==> config.mk <==
export PLATFORM = sky130hd
export DESIGN_NAME = mem_port_arbiter
export DESIGN_NICKNAME = d
export VERILOG_FILES = /design/src/rtl/mem_port_arbiter.sv
export SDC_FILE = /design/constraint.sdc
export NUM_CORES = 1
export LEC_CHECK = 0
export BUFFER_PORTS_ARGS = -buffer_cell sky130_fd_sc_hd__buf_4
export CORE_AREA = 2 2 134 162
export DETAILED_ROUTE_END_ITERATION = 16
export DIE_AREA = 0 0 136 164
export HOLD_SLACK_MARGIN = 0.02
export MAX_ROUTING_LAYER = met4
export PLACE_DENSITY_LB_ADDON = 0.05
export RECOVER_POWER = 25
export SLEW_MARGIN = 20
export SYNTH_ARGS = -nofsm -noshare
export SYNTH_HDL_FRONTEND = slang
export SYNTH_SLANG_ARGS = --single-unit
==> constraint.sdc <==
create_clock -name Clock -period 1.62 [get_ports Clock]
set_input_delay 0.162 -clock Clock [delete_from_list [all_inputs] [get_ports Clock]]
set_output_delay 0.162 -clock Clock [all_outputs]
set_load 0.05 [all_outputs]
==> src/rtl/mem_port_arbiter.sv <==
// rtl/mem_port_arbiter.sv - shares one single-port memory between IF and MEM stages with wait states
module mem_port_arbiter #(
   parameter int WAIT_STATES = 2,
   parameter int AW          = 32,
   parameter int DW          = 32
) (
   input  logic          Clock,
   input  logic          Reset,
   input  logic          IF_Req,
   input  logic [AW-1:0] IF_Addr,
   output logic [DW-1:0] IF_RData,
   output logic          IF_Ack,
   input  logic          MEM_Req,
   input  logic          MEM_We,
   input  logic [AW-1:0] MEM_Addr,
   input  logic [DW-1:0] MEM_WData,
   input  logic [1:0]    MEM_ByteSel,
   output logic [DW-1:0] MEM_RData,
   output logic          MEM_Ack,
   output logic          Stall,
   output logic          Mem_En,
   output logic          Mem_We,
   output logic [AW-1:0] Mem_Addr,
   output logic [DW-1:0] Mem_WData,
   output logic [1:0]    Mem_ByteSel,
   input  logic [DW-1:0] Mem_RData
);
   localparam logic [3:0] WS = 4'(WAIT_STATES);

   typedef enum logic [1:0] {IDLE, BUSY_IF, BUSY_MEM} state_t;

   state_t     state, state_next;
   logic [3:0] cnt, cnt_next;
   logic       last_mem;
   logic       we_lat;
   logic       done, elig_if, elig_mem, pick_if, pick_mem;
   logic       en_next, we_next;

   assign Stall = (IF_Req & ~IF_Ack) | (MEM_Req & ~MEM_Ack);

   always_ff @(posedge Clock) begin
      if (Reset) begin
         state <= IDLE;
         cnt   <= 4'd0;
      end else begin
         state <= state_next;
         cnt   <= cnt_next;
      end
   end

   // The requester finishing this edge still holds Req high, so only the other side is eligible.
   always_comb begin
      done       = (state != IDLE) && (cnt == 4'd0);
      elig_if    = IF_Req  && ((state == IDLE) || (done && state == BUSY_MEM));
      elig_mem   = MEM_Req && ((state == IDLE) || (done && state == BUSY_IF));
      pick_mem   = elig_mem && !(last_mem && elig_if);
      pick_if    = elig_if && !pick_mem;
      state_next = state;
      cnt_next   = cnt;
      if (pick_mem) begin
         state_next = BUSY_MEM;
         cnt_next   = WS;
      end else if (pick_if) begin
         state_next = BUSY_IF;
         cnt_next   = WS;
      end else if (done) begin
         state_next = IDLE;
      end else if (state != IDLE) begin
         cnt_next = cnt - 4'd1;
      end
   end

   // Write strobe is registered, so it is raised on the edge that moves cnt to zero.
   always_comb begin
      en_next = (state_next != IDLE);
      we_next = 1'b0;
      if (pick_mem) begin
         we_next = MEM_We && (WS == 4'd0);
      end else if (state == BUSY_MEM && cnt == 4'd1) begin
         we_next = we_lat;
      end
   end

   always_ff @(posedge Clock) begin
      if (Reset) begin
         IF_Ack      <= 1'b0;
         MEM_Ack     <= 1'b0;
         IF_RData    <= '0;
         MEM_RData   <= '0;
         Mem_En      <= 1'b0;
         Mem_We      <= 1'b0;
         Mem_Addr    <= '0;
         Mem_WData   <= '0;
         Mem_ByteSel <= 2'b00;
         last_mem    <= 1'b0;
         we_lat      <= 1'b0;
      end else begin
         Mem_En  <= en_next;
         Mem_We  <= we_next;
         IF_Ack  <= done && (state == BUSY_IF);
         MEM_Ack <= done && (state == BUSY_MEM);
         if (done && state == BUSY_IF) begin
            IF_RData <= Mem_RData;
         end
         if (done && state == BUSY_MEM) begin
            MEM_RData <= Mem_RData;
         end
         if (pick_mem) begin
            Mem_Addr    <= MEM_Addr;
            Mem_WData   <= MEM_WData;
            Mem_ByteSel <= MEM_ByteSel;
            we_lat      <= MEM_We;
            last_mem    <= 1'b1;
         end else if (pick_if) begin
            Mem_Addr    <= IF_Addr;
            Mem_WData   <= '0;
            Mem_ByteSel <= 2'b00;
            we_lat      <= 1'b0;
            last_mem    <= 1'b0;
         end
      end
   end
endmodule

==> run summary <==
run status: finished, violations left
failing checks: setup timing
crit path DAT: 1.93 ns
Period minus WS final: 1.62 ns
Slew headroom: 54.8%
DRT Pass-1 Iters: 4
slew at the pin with the worst max-slew slack: 0.681 ns
first-pass GRT wire length: 35800 um
fraction of the yosys area taken by sequential cells: 46.2%
GPL Wtd Cong: 0.784
final net count: 1152
layout cells sized above 1: 35.3%
Core Rows: 58
DIE AREA: 22300 um2
CP max-delay cell: dfxtp_2
Worst Slack Setup Final: -0.00135 ns
Die Y: 164 um
final setup fails: 1
share of the synthesized area in the top cell type: 46.2%
Synth cell types: 43
peak supply drop: 0.000812 V
RSZ-0062 raised after global routing: yes
post-detail-place hpwl: 15000 um
Avg WL per Cell: 18.5 um
Initial Util: 29.7%
CTS buffer count: 17
period utilisation layout: 100%
Critical Path Sink Type: register
CTS H-Tree Depth: 4
P_leak: 3.94 nW
max capacitance violation total: 0
Placed Cells: 1174
post-layout util: 49.5%
total gr overflow: 0
diode count: 0
synth warn: 0
core area: 20800 um2
Crit path largest cell delay: 0.33 ns
WP data required: 1.93 ns
wirelength, routed: 24000 um
post-synthesis register bit count: 142
critical path fanouts, max: 7
syn nets: 819
DRC errors left: 0
GRT Util Overall: 20.7%
fmax: 617 MHz
Synth Cell Area: 6160 um2
clock tree sinks: 142
1st-iter DRT viols: 388
CP top delay family: compound AO/OA/AOI/OAI gates
Ports: 270
Tot Pwr: 15.2 mW
Area Growth Syn to Fin: 66.9%
clock transition at the registers of the reported paths: 0.07 ns
post-synth top area cell: dfxtp_1
Area contributors post-synth: dfxtp_1, o2111ai_1, o21ai_0, a32o_1, a21oi_1
TritonCTS clock tree: done
Worst Hold Class: in2reg
pin count of the biggest net entering global routing: 60
ANT nets after route: 0
Cell Pwr Density: 1470 nW/um2
Setup crit start kind: register
crit path buf inv count: 3
non-filler cells, final: 1297
vias after detailed routing: 6955
DR vias/cell: 5.36
die width: 136 um
Max Root-Sink Buffers: 2
initial antenna violation count: 0
CP Class: reg2reg
Fillers: 2021
port buffer count: 269
max-slew violations: 0
clk_lat worst skew: 0.42 ns
Avg Synthesized Cell Area: 9.04 um2
Root Driver: clkbuf_16
Hold Vio Cnt, Final: 0
Worst Clk Skew: 0.0148 ns
Synth Instances: 681
worst-path cell chain: inv_2 -> ha_4 -> nor3b_4 -> buf_6 -> o211a_4 -> clkbuf_16 -> a32o_1
vias in the first global route: 6998
==> power by group <==
part	switching, mW	internal (mW)	leakage [nW]
Clock	1.64	2.19	0.277
Combinational	4.55	2.52	2.50
Sequential	0.287	3.97	1.16
Total	6.47	8.68	3.94
==> stage by stage <==
| step | instance area, um2 | setup WS (ns) | TNS, ns | hold slack (ns) |
|---|---|---|---|---|
| finish | 10300 | -0.00135 | -0.00135 | 0.0207 |
| global route | 10300 | -0.0626 | -3.42 | 0.0202 |
| CTS | 10100 | 0.0160 | 0 | 0.0200 |
| detailed placement | 8660 | -0.0584 | -0.532 | 0.376 |
| global placement | 8660 | -0.0465 | -0.476 | 0.371 |
| floorplan | 6160 | 0.00710 | 0 | 0.288 |
==> layer usage <==
metal	track usage, %	routed length [um]
met4	7.72	420
met3	3.83	1220
met2	34.3	12100
met1	25.0	10300
met5	-	0
==> state kept, by name, indices dropped and copies added (netlist names), 2 cells and up <==
register     cells
MEM_RData       32
Mem_ByteSel      2
Mem_WData       32
state            2
cnt              4
IF_RData        32
Mem_Addr        32
==> layout make-up <==
cell class / count / area [um2] / share of cell area (%)
inverter: 7 / 26.3 / 0.256
sequential: 142 / 2850 / 27.7
tap: 270 / 338 / 3.29
clock buffer: 19 / 443 / 4.31
clock inverter: 13 / 133 / 1.29
timing repair buffer: 404 / 3440 / 33.5
multi-input combinational: 442 / 3050 / 29.7
==> synth_stat cells <==
master       n
a211oi_1     3
buf_2       39
ha_1         3
nand3b_1     1
a32o_1      35
nand4bb_1    1
buf_4        3
a211oi_2     1
nor2b_2      1
buf_6        1
a21oi_2      2
o21ai_0     90
clkinv_1     1
a31oi_1      1
or3_1        2
nand3_1     66
nor3b_4      1
o22ai_1      1
nor4_1       1
clkbuf_1    43
buf_1        1
o211a_1      1
clkbuf_2     3
dfxtp_1    142
a21o_1       2
nand2_1      5
nor3b_2      2
o21ai_1      9
nor2_1       1
o221ai_1     1
a21oi_1     67
nor2b_1     34
nand2b_1     4
nor3_1       2
inv_1        5
inv_2        1
or4_1        1
or2_2        1
o211ai_1    34
or3b_1       2
o2111ai_1   64
o21bai_1     2
a31o_2       1
==> cell usage in the layout (no fill, tap or decap), types with 2 or more instances in the layout <==
cell,count
buf_4,260
clkbuf_1,37
a211oi_1,2
o2111ai_2,16
clkinv_2,2
nand2_1,5
nor3_1,2
dfxtp_2,4
buf_12,16
inv_6,4
clkbuf_16,23
inv_1,3
o21bai_1,2
o211ai_1,34
ha_1,2
a21oi_1,65
buf_6,3
nand3_1,66
nand2b_1,4
o21ai_0,58
nor2b_1,32
clkinvlp_4,2
a211oi_2,2
buf_8,3
nor2b_2,3
nor3b_4,3
a21oi_2,4
dfxtp_1,138
a32o_1,35
o21ai_2,2
dlygate4sd3_1,80
a21o_1,2
o2111ai_1,48
o21ai_1,39
clkinv_4,3
inv_2,3
==> final timing paths <==
path                               end                start  slack, ns  cells past startpoint
max reg2reg  Mem_WData[8]$_SDFFE_PP0P_  cnt[0]$_SDFFE_PP0P_     -0.001                      7
min reg2reg          Mem_We$_SDFF_PP0_  we_lat$_SDFFE_PP0P_       0.47                      2
max          Mem_WData[8]$_SDFFE_PP0P_  cnt[0]$_SDFFE_PP0P_     -0.001                      7
min                state[0]$_SDFF_PP0_                Reset       0.02                      2
==> repair_timing <==
item | 4_1_cts | 5_1_grt
gates resized for setup | 9 | 58
cloned | 0 | 9
setup endpoints to repair | 58 | 132
hold buffers | 80 | 0
pin swaps | 0 | 4
endpoints found under the hold margin | 107 | 0
buffers inserted | 2 | 0
==> kinds of logic after synthesis <==
logic type	share of synthesized area, %
AO/OA/AOI/OAI	34.4
flip-flops	46.2
AND/OR/NAND/NOR	11.7
buffers and inverters	7.07
adder cells (fa/ha/maj)	0.610
Power figures use the tool's default switching activity.
